**src/rtl/fpu_issue_sched.sv**
```systemverilog
// Issue scheduler for the multi-cycle FPU: forwards integer ops, launches and times one FP op
// at a time, writes its result slot back and stalls upstream on hazards with the pending FP rd.
module fpu_issue_sched #(
  parameter int TIMEOUT = 64,
  parameter int CNT_W   = 7
) (
  input  logic             CLK,
  input  logic             reset,
  input  logic             flush,
  input  logic             in_valid,
  output logic             in_ready,
  input  logic             in_aorf,
  input  logic [3:0]       in_aluop,
  input  logic             in_regwrite,
  input  logic [4:0]       in_rs,
  input  logic [4:0]       in_rt,
  input  logic [4:0]       in_rdist,
  output logic             fpu_start,
  output logic [3:0]       fpu_op,
  output logic             fpu_abort,
  input  logic             fpu_valid,
  output logic             wb_valid,
  output logic [4:0]       wb_rd,
  output logic             busy,
  output logic             timeout_err,
  output logic [CNT_W-1:0] last_lat
);

  typedef enum logic [1:0] {IDLE, ISSUE, WAIT, DONE} state_t;

  localparam logic [CNT_W-1:0] CNT_LAST = CNT_W'(TIMEOUT - 1);

  state_t           state, state_next;
  logic [CNT_W-1:0] cnt;
  logic [4:0]       pend_rd;
  logic             pend_we;
  logic             hazard;
  logic             accept_fp;
  logic             kill;
  logic             wait_done;
  logic             wait_timeout;

  always_ff @(posedge CLK or posedge reset) begin
    if (reset) state <= IDLE;
    else       state <= state_next;
  end

  // Handshake, hazard detection, Moore outputs and next-state selection; flush outranks
  // both result return and timeout while an FP op is in flight.
  always_comb begin
    busy         = (state != IDLE);
    hazard       = busy & pend_we & (pend_rd != 5'd0) &
                   ((in_rs == pend_rd) | (in_rt == pend_rd) |
                    (in_regwrite & (in_rdist == pend_rd)));
    in_ready     = !reset & !flush & !hazard & (!in_aorf | (state == IDLE));
    accept_fp    = in_valid & in_ready & in_aorf;
    kill         = flush & ((state == ISSUE) | (state == WAIT));
    fpu_start    = (state == ISSUE);
    wb_valid     = (state == DONE) & pend_we & !flush;
    wb_rd        = (state == DONE) ? pend_rd : 5'd0;
    wait_done    = 1'b0;
    wait_timeout = 1'b0;
    state_next   = state;
    case (state)
      IDLE:  if (accept_fp) state_next = ISSUE;
      ISSUE: state_next = flush ? IDLE : WAIT;
      WAIT: begin
        if (flush) begin
          state_next = IDLE;
        end else if (fpu_valid) begin
          wait_done  = 1'b1;
          state_next = DONE;
        end else if (cnt == CNT_LAST) begin
          wait_timeout = 1'b1;
          state_next   = IDLE;
        end
      end
      DONE:  state_next = IDLE;
    endcase
  end

  // Pending-op bookkeeping, latency counter and the registered abort / error flags.
  always_ff @(posedge CLK or posedge reset) begin
    if (reset) begin
      cnt         <= '0;
      pend_rd     <= 5'd0;
      pend_we     <= 1'b0;
      fpu_op      <= 4'd0;
      fpu_abort   <= 1'b0;
      timeout_err <= 1'b0;
      last_lat    <= '0;
    end else begin
      fpu_abort <= kill | wait_timeout;
      if (accept_fp) begin
        fpu_op  <= in_aluop;
        pend_rd <= in_rdist;
        pend_we <= in_regwrite;
      end else if (flush & busy) begin
        pend_we <= 1'b0;
      end
      if (state == ISSUE)     cnt <= '0;
      else if (state == WAIT) cnt <= cnt + 1'b1;
      if (wait_done)    last_lat    <= cnt + 1'b1;
      if (wait_timeout) timeout_err <= 1'b1;
    end
  end

endmodule

```
**config.mk**
```make
export PLATFORM = sky130hd
export DESIGN_NAME = fpu_issue_sched
export DESIGN_NICKNAME = d
export VERILOG_FILES = /design/src/rtl/fpu_issue_sched.sv
export SDC_FILE = /design/constraint.sdc
export NUM_CORES = 1
export LEC_CHECK = 0
export ABC_AREA = 1
export ABC_CLOCK_PERIOD_IN_PS = 1750
export CAP_MARGIN = 20
export CORE_MARGIN = 2
export CORE_UTILIZATION = 42
export DETAILED_ROUTE_END_ITERATION = 6
export GPL_TIMING_DRIVEN = 0
export PLACE_DENSITY = 0.84
export SYNTH_ARGS = -nofsm -noshare
export SYNTH_HDL_FRONTEND = slang
export SYNTH_SLANG_ARGS = --single-unit
```
**constraint.sdc**
```tcl
create_clock -name CLK -period 1.75 [get_ports CLK]
set_input_delay 0.525 -clock CLK [delete_from_list [all_inputs] [get_ports CLK]]
set_output_delay 0.525 -clock CLK [all_outputs]
set_load 0.03 [all_outputs]
```
==> Yosys cells after proc, flatten, opt, wreduce, memory -nomap -nowiden <==
Cells that the tools add are included.
{ "classes": {"mux": 18, "eq_ne": 9, "bitwise_logic": 18, "reduce_logical": 10, "n_addsub": 1} }
{ "op_table": {"columns": ["operator", "count"], "rows": [
  ["== test 5 bit", 3],
  ["2-to-1 mux 7 bit", 2],
  ["bitwise AND 1 bit", 13],
  ["2-to-1 mux 2 bit", 5],
  ["2-to-1 mux 1 bit", 9],
  ["one-hot mux 2 bit (4 select lines)", 1],
  ["adder 7 x 1 -> 7 bit, second input constant", 1],
  ["== test 7 x 6 -> 1 bit, second input constant", 1],
  ["nonzero test 2 bit", 3],
  ["2-to-1 mux 5 bit", 1],
  ["bitwise OR 1 bit", 5],
  ["nonzero test 5 bit", 1],
  ["== test 2 bit, second input constant", 2],
  ["logical NOT 1 bit", 4],
  ["!= test 4 x 3 -> 1 bit, second input constant", 1],
  ["== test 2 x 1 -> 1 bit, second input constant", 1],
  ["logical NOT 2 bit", 1],
  ["!= test 2 bit, second input constant", 1],
  ["AND reduction 2 bit", 1]
]} }
{ "word_totals": {"elab_cells": 64, "register_bits": 28, "out_inout_bits": 22} }

==> Logic depth before layout (Yosys ltp) <==
{ "logic_depth": {"depth_word": 11, "depth_mapped": 13} }

==> Least setup slack after synthesis <==
OpenSTA, ideal clock, no wires.
{ "synth_timing": {"path_type": "reg2out", "from": "register state[0]", "to": "output in_ready", "required_time_ns": 1.225, "setup_slack_ns": -0.302, "path_stages_with_launch": 7, "t_arrival_ns": 1.527, "cell_sequence": "dfrtp_1 -> inv_1 -> ha_1 -> inv_1 -> a211oi_1 -> nand2_1 -> inv_1"} }
{ "synth_via": {"elab_chain_len": 7, "word_cells_on_any_way": 9, "classes_between": "bitwise (6); reduce/logical (3)"} }
{ "synth_rtl": {"columns": ["item", "line_no", "rtl"], "rows": [
  ["from (decl)", "33", "state_t state, state_next;"],
  ["from (signal assigned)", "45", "else state <= state_next;"],
  ["nonzero test 2 bit", "51", "busy = (state != IDLE);"],
  ["named net busy", "24", "output logic busy,"],
  ["bitwise AND 1 bit (3 in a row)", "52", "hazard = busy & pend_we & (pend_rd != 5'd0) &"],
  ["logical NOT 1 bit", "55", "in_ready = !reset & !flush & !hazard & (!in_aorf | (state == IDLE));"],
  ["bitwise AND 1 bit (2 in a row)", "55", null],
  ["to (decl)", "11", "output logic in_ready,"]
]} }
The timed path passes the listed nets, and every way through them passes these cells.

==> Worst setup path in the final report <==
{ "layout_timing": {"from": "register state[1]", "to": "output in_ready"} }
{ "layout_via": {"elab_chain_len": 7, "word_cells_on_any_way": 9, "classes_between": "bitwise (6); reduce/logical (3)"} }
{ "layout_rtl": {"columns": ["item", "line_no"], "rows": [
  ["nonzero test 2 bit", "51"],
  ["bitwise AND 1 bit (3 in a row)", "52"],
  ["logical NOT 1 bit", "55"],
  ["bitwise AND 1 bit", "55"],
  ["bitwise AND 1 bit (*)", "55"]
]} }
Mark *: on every way between the ends. The rest lies on a longest branch, timed or not.

==> flow_summary.ini <==
[placement]
dp_hpwl_mm = 2.82
port_buffers = 47
place.gp.congestion = 0.809
dpl_cell_area_um2 = 2170

[clock_tree]
root_buffer = clkbuf_8
cts_inserted_buffers = 3
path_clk_slew_ns = 0.10
cts.sinks = 28
htree_levels = 1
clockBufferDepth = 2
clk_latency_ns = 0.28
cts_tree = done

[timing]
period_share_pct = 121
max_freq_ghz = 0.474
max_slew_margin_pct = 62.3
period_needed_ns = 2.11
setup_viol = 10
final_hold_viol_count = 0
fin_ws_ns = -0.362
skew_ns = 0.00719
tightest_slew_ns = 0.565
maxSlewViolCount = 0
rsz0062_at_grt = yes

[worst_setup_path]
slowest_delay_ns = 0.44
path_max_fanout = 5
worst-endpoint-arrival_ns = 1.59
required_ns = 1.22
r2r_slack_ns = -0.01
cpMaxStageDelayCell = dfrtp_1
cp_cell_sequence = inv_2, ha_4, inv_4, a211oi_4, nand2_1, inv_2, buf_6
crit_family = flip-flops
crit_type = flip-flop to output port
endpoint_kind = output port
crit_top_cell = inv_2
crit_buf_inv = 4
cp-start-kind = flip-flop

[floorplan]
ioPinCount = 48
start_util_pct = 44.1
die_w_um = 66.2
rows = 22
dieArea_um2 = 4380
core-area_um2 = 3690
die_h_um = 66.2

[power]
p_leak_nw = 1.29
powerDensity_nw_per_um2 = 1360
ir_drop_mv = 0.988
power_mw = 3.18

[grt]
overflow = 0
grt_pass1_wl_mm = 6.32
grt_max_degree = 29
grt_usage_pct = 18.5
grt_pass1_vias = 1520
antenna_found_initial = 0

[finish]
nFillCells = 343
drive_gt1_share_pct = 20.9
fin_nets = 314
syn_to_final_growth_pct = 44.4
diodes = 0
postLayoutCellArea_um2 = 2350

[run]
max-cap-violations = 0

[route]
via_count = 1569
wl_mm = 4.03
vias_per_cell = 4.75
firstDrtPassIters = 4
wl_per_cell_um = 12.2
drc = 0
dr.first_iter.drc_count = 44
postRouteAntennaNets = 0

[logic_synthesis]
ys_ff_latch = 28
synth_area_per_cell_um2 = 7.32
synth_nets = 253
syn-cell-area_um2 = 1630
ys_seq_area_share_pct = 43.1
synth_cells = 222
ys_warn_count = 0
yosysUniqueCellTypes = 26

[outcome]
violations = setup timing
outcome = complete, but fails checks

[worst_hold_path]
hold_path_class = flip-flop to flip-flop
layout by cell type, fill, tap and decap left out:
cell	synthesis	routed
a211oi_4	0	1
a21oi_1	1	1
a22o_1	1	1
buf_12	1	1
buf_2	1	2
buf_4	0	7
buf_6	0	9
buf_8	0	1
bufinv_16	0	1
clkbuf_2	0	1
clkbuf_8	0	3
clkdlybuf4s50_1	0	7
dfrtp_1	28	23
dfrtp_2	0	5
dlygate4sd2_1	0	31
ha_1	5	2
ha_2	0	1
ha_4	0	2
inv_1	37	29
inv_2	4	11
inv_4	0	1
nand2_1	83	82
nand2_2	2	3
nand3_1	10	10
nand3_2	1	1
nand3_4	1	1
nand4_1	2	2
nor2_1	13	12
nor2_2	1	2
nor3_1	2	1
nor3_2	0	1
nor4_4	0	1
o21ai_0	10	10
o21ai_1	2	2
o21ai_2	4	4
o22ai_1	4	4
xnor2_1	2	2
xor2_1	4	4
cells by family after synthesis:
family                   synth area share, %
adder cells (fa/ha/maj)                 3.85
XOR/XNOR                                3.23
AND/OR/NAND/NOR                         29.9
AO/OA/AOI/OAI                           8.70
buffers and inverters                   11.2
flip-flops                              43.1
layer usage:
layer	GRT usage [%]	share of wire (%)	vias up
met3	2.39	6.5	5
met5	0	0	-
met2	33.3	50	48
li1	-	-	796
met4	6.89	1.3	0
met1	22.4	42	720
worst reg2reg max path: cells and delay by family, from the launching register on:
family / cells / cell delay [ns]
buf+inv: 5 / 0.66
compound gates: 1 / 0.08
fa+ha+maj: 1 / 0.16
simple gates: 2 / 0.31
flops: 1 / 0.43
power by group:
group / internal (mW) / leakage [nW] / total (mW) / switching (mW)
combinational: 0.669 / 0.902 / 1.62 / 0.946
clock: 0.307 / 0.0357 / 0.517 / 0.210
sequential: 0.863 / 0.356 / 1.05 / 0.188
per-stage QoR:
| stage | setup TNS, ns | worst slack (ns) | utilization [%] | hold WS, ns | cells |
|---|---|---|---|---|---|
| after detailed placement | -14.26 | -1.02 | 58.9 | 0.456 | 317 |
| after floorplan | -0.0288 | -0.0288 | - | 0.490 | 222 |
| final | -2.00 | -0.362 | 63.6 | 0.470 | 330 |
| after global placement | -11.89 | -1.01 | 58.9 | 0.452 | 317 |
| after CTS | -1.72 | -0.335 | 60.9 | 0.475 | 324 |
| after global routing | -3.45 | -0.438 | 63.6 | 0.507 | 330 |
cell usage after synthesis:
cell | n | area [um^2]
nand2_1 | 83 | 312
nand3_2 | 1 | 10.0
nand3_4 | 1 | 17.5
nor4_1 | 1 | 6.26
buf_2 | 1 | 5.00
o21ai_2 | 4 | 35.0
dfrtp_1 | 28 | 701
nand3_1 | 10 | 50.1
a21oi_1 | 1 | 5.00
nand4_1 | 2 | 12.5
o22ai_1 | 4 | 25.0
a22o_1 | 1 | 8.76
inv_2 | 4 | 15.0
nand2_2 | 2 | 12.5
xnor2_1 | 2 | 17.5
xor2_1 | 4 | 35.0
nor2_1 | 13 | 48.8
buf_12 | 1 | 20.0
clkbuf_1 | 1 | 3.75
inv_1 | 37 | 139
nor3_1 | 2 | 10.0
o21ai_0 | 10 | 50.1
nor2_2 | 1 | 6.26
ha_1 | 5 | 62.6
o21ai_1 | 2 | 10.0
a211oi_1 | 1 | 7.51
final cells by class:
class / instances / area (um^2) / area share (%)
clock buffers: 3 / 41.3 / 1.76
clock inverters: 1 / 30.0 / 1.28
flip-flops and latches: 28 / 707 / 30.1
repair buffers: 56 / 513 / 21.9
plain buffers: 3 / 32.5 / 1.39
well taps: 48 / 60.1 / 2.56
inverters: 41 / 156 / 6.66
multi-input cells: 150 / 807 / 34.4
sequential cells by signal, summed over array words and instances (netlist names):
name         cells
fpu_op           4
state            2
pend_rd          5
fpu_abort        1
timeout_err      1
last_lat         7
pend_we          1
cnt              7
repair_timing:
| action | 4_1_cts | 5_1_grt |
|---|---|---|
| endpoints found under the setup margin | 28 | 24 |
| gates resized for setup | 70 | 50 |
| hold buffers | 0 | 0 |
| gates cloned | 0 | 0 |
| pin swaps | 8 | 2 |
| buffers inserted | 3 | 5 |
worst paths after layout:
check	cells after the start	start	to
max in group asynchronous	3	reset	pend_rd[4]
worst max register to register	9	state[1]	last_lat[6]
worst min register to register	2	timeout_err	timeout_err
worst max-delay path	7	state[1]	in_ready
worst min-delay path	2	timeout_err	timeout_err
min in group asynchronous	2	reset	pend_rd[1]
Note: power is estimated with default switching activity, not from simulation.
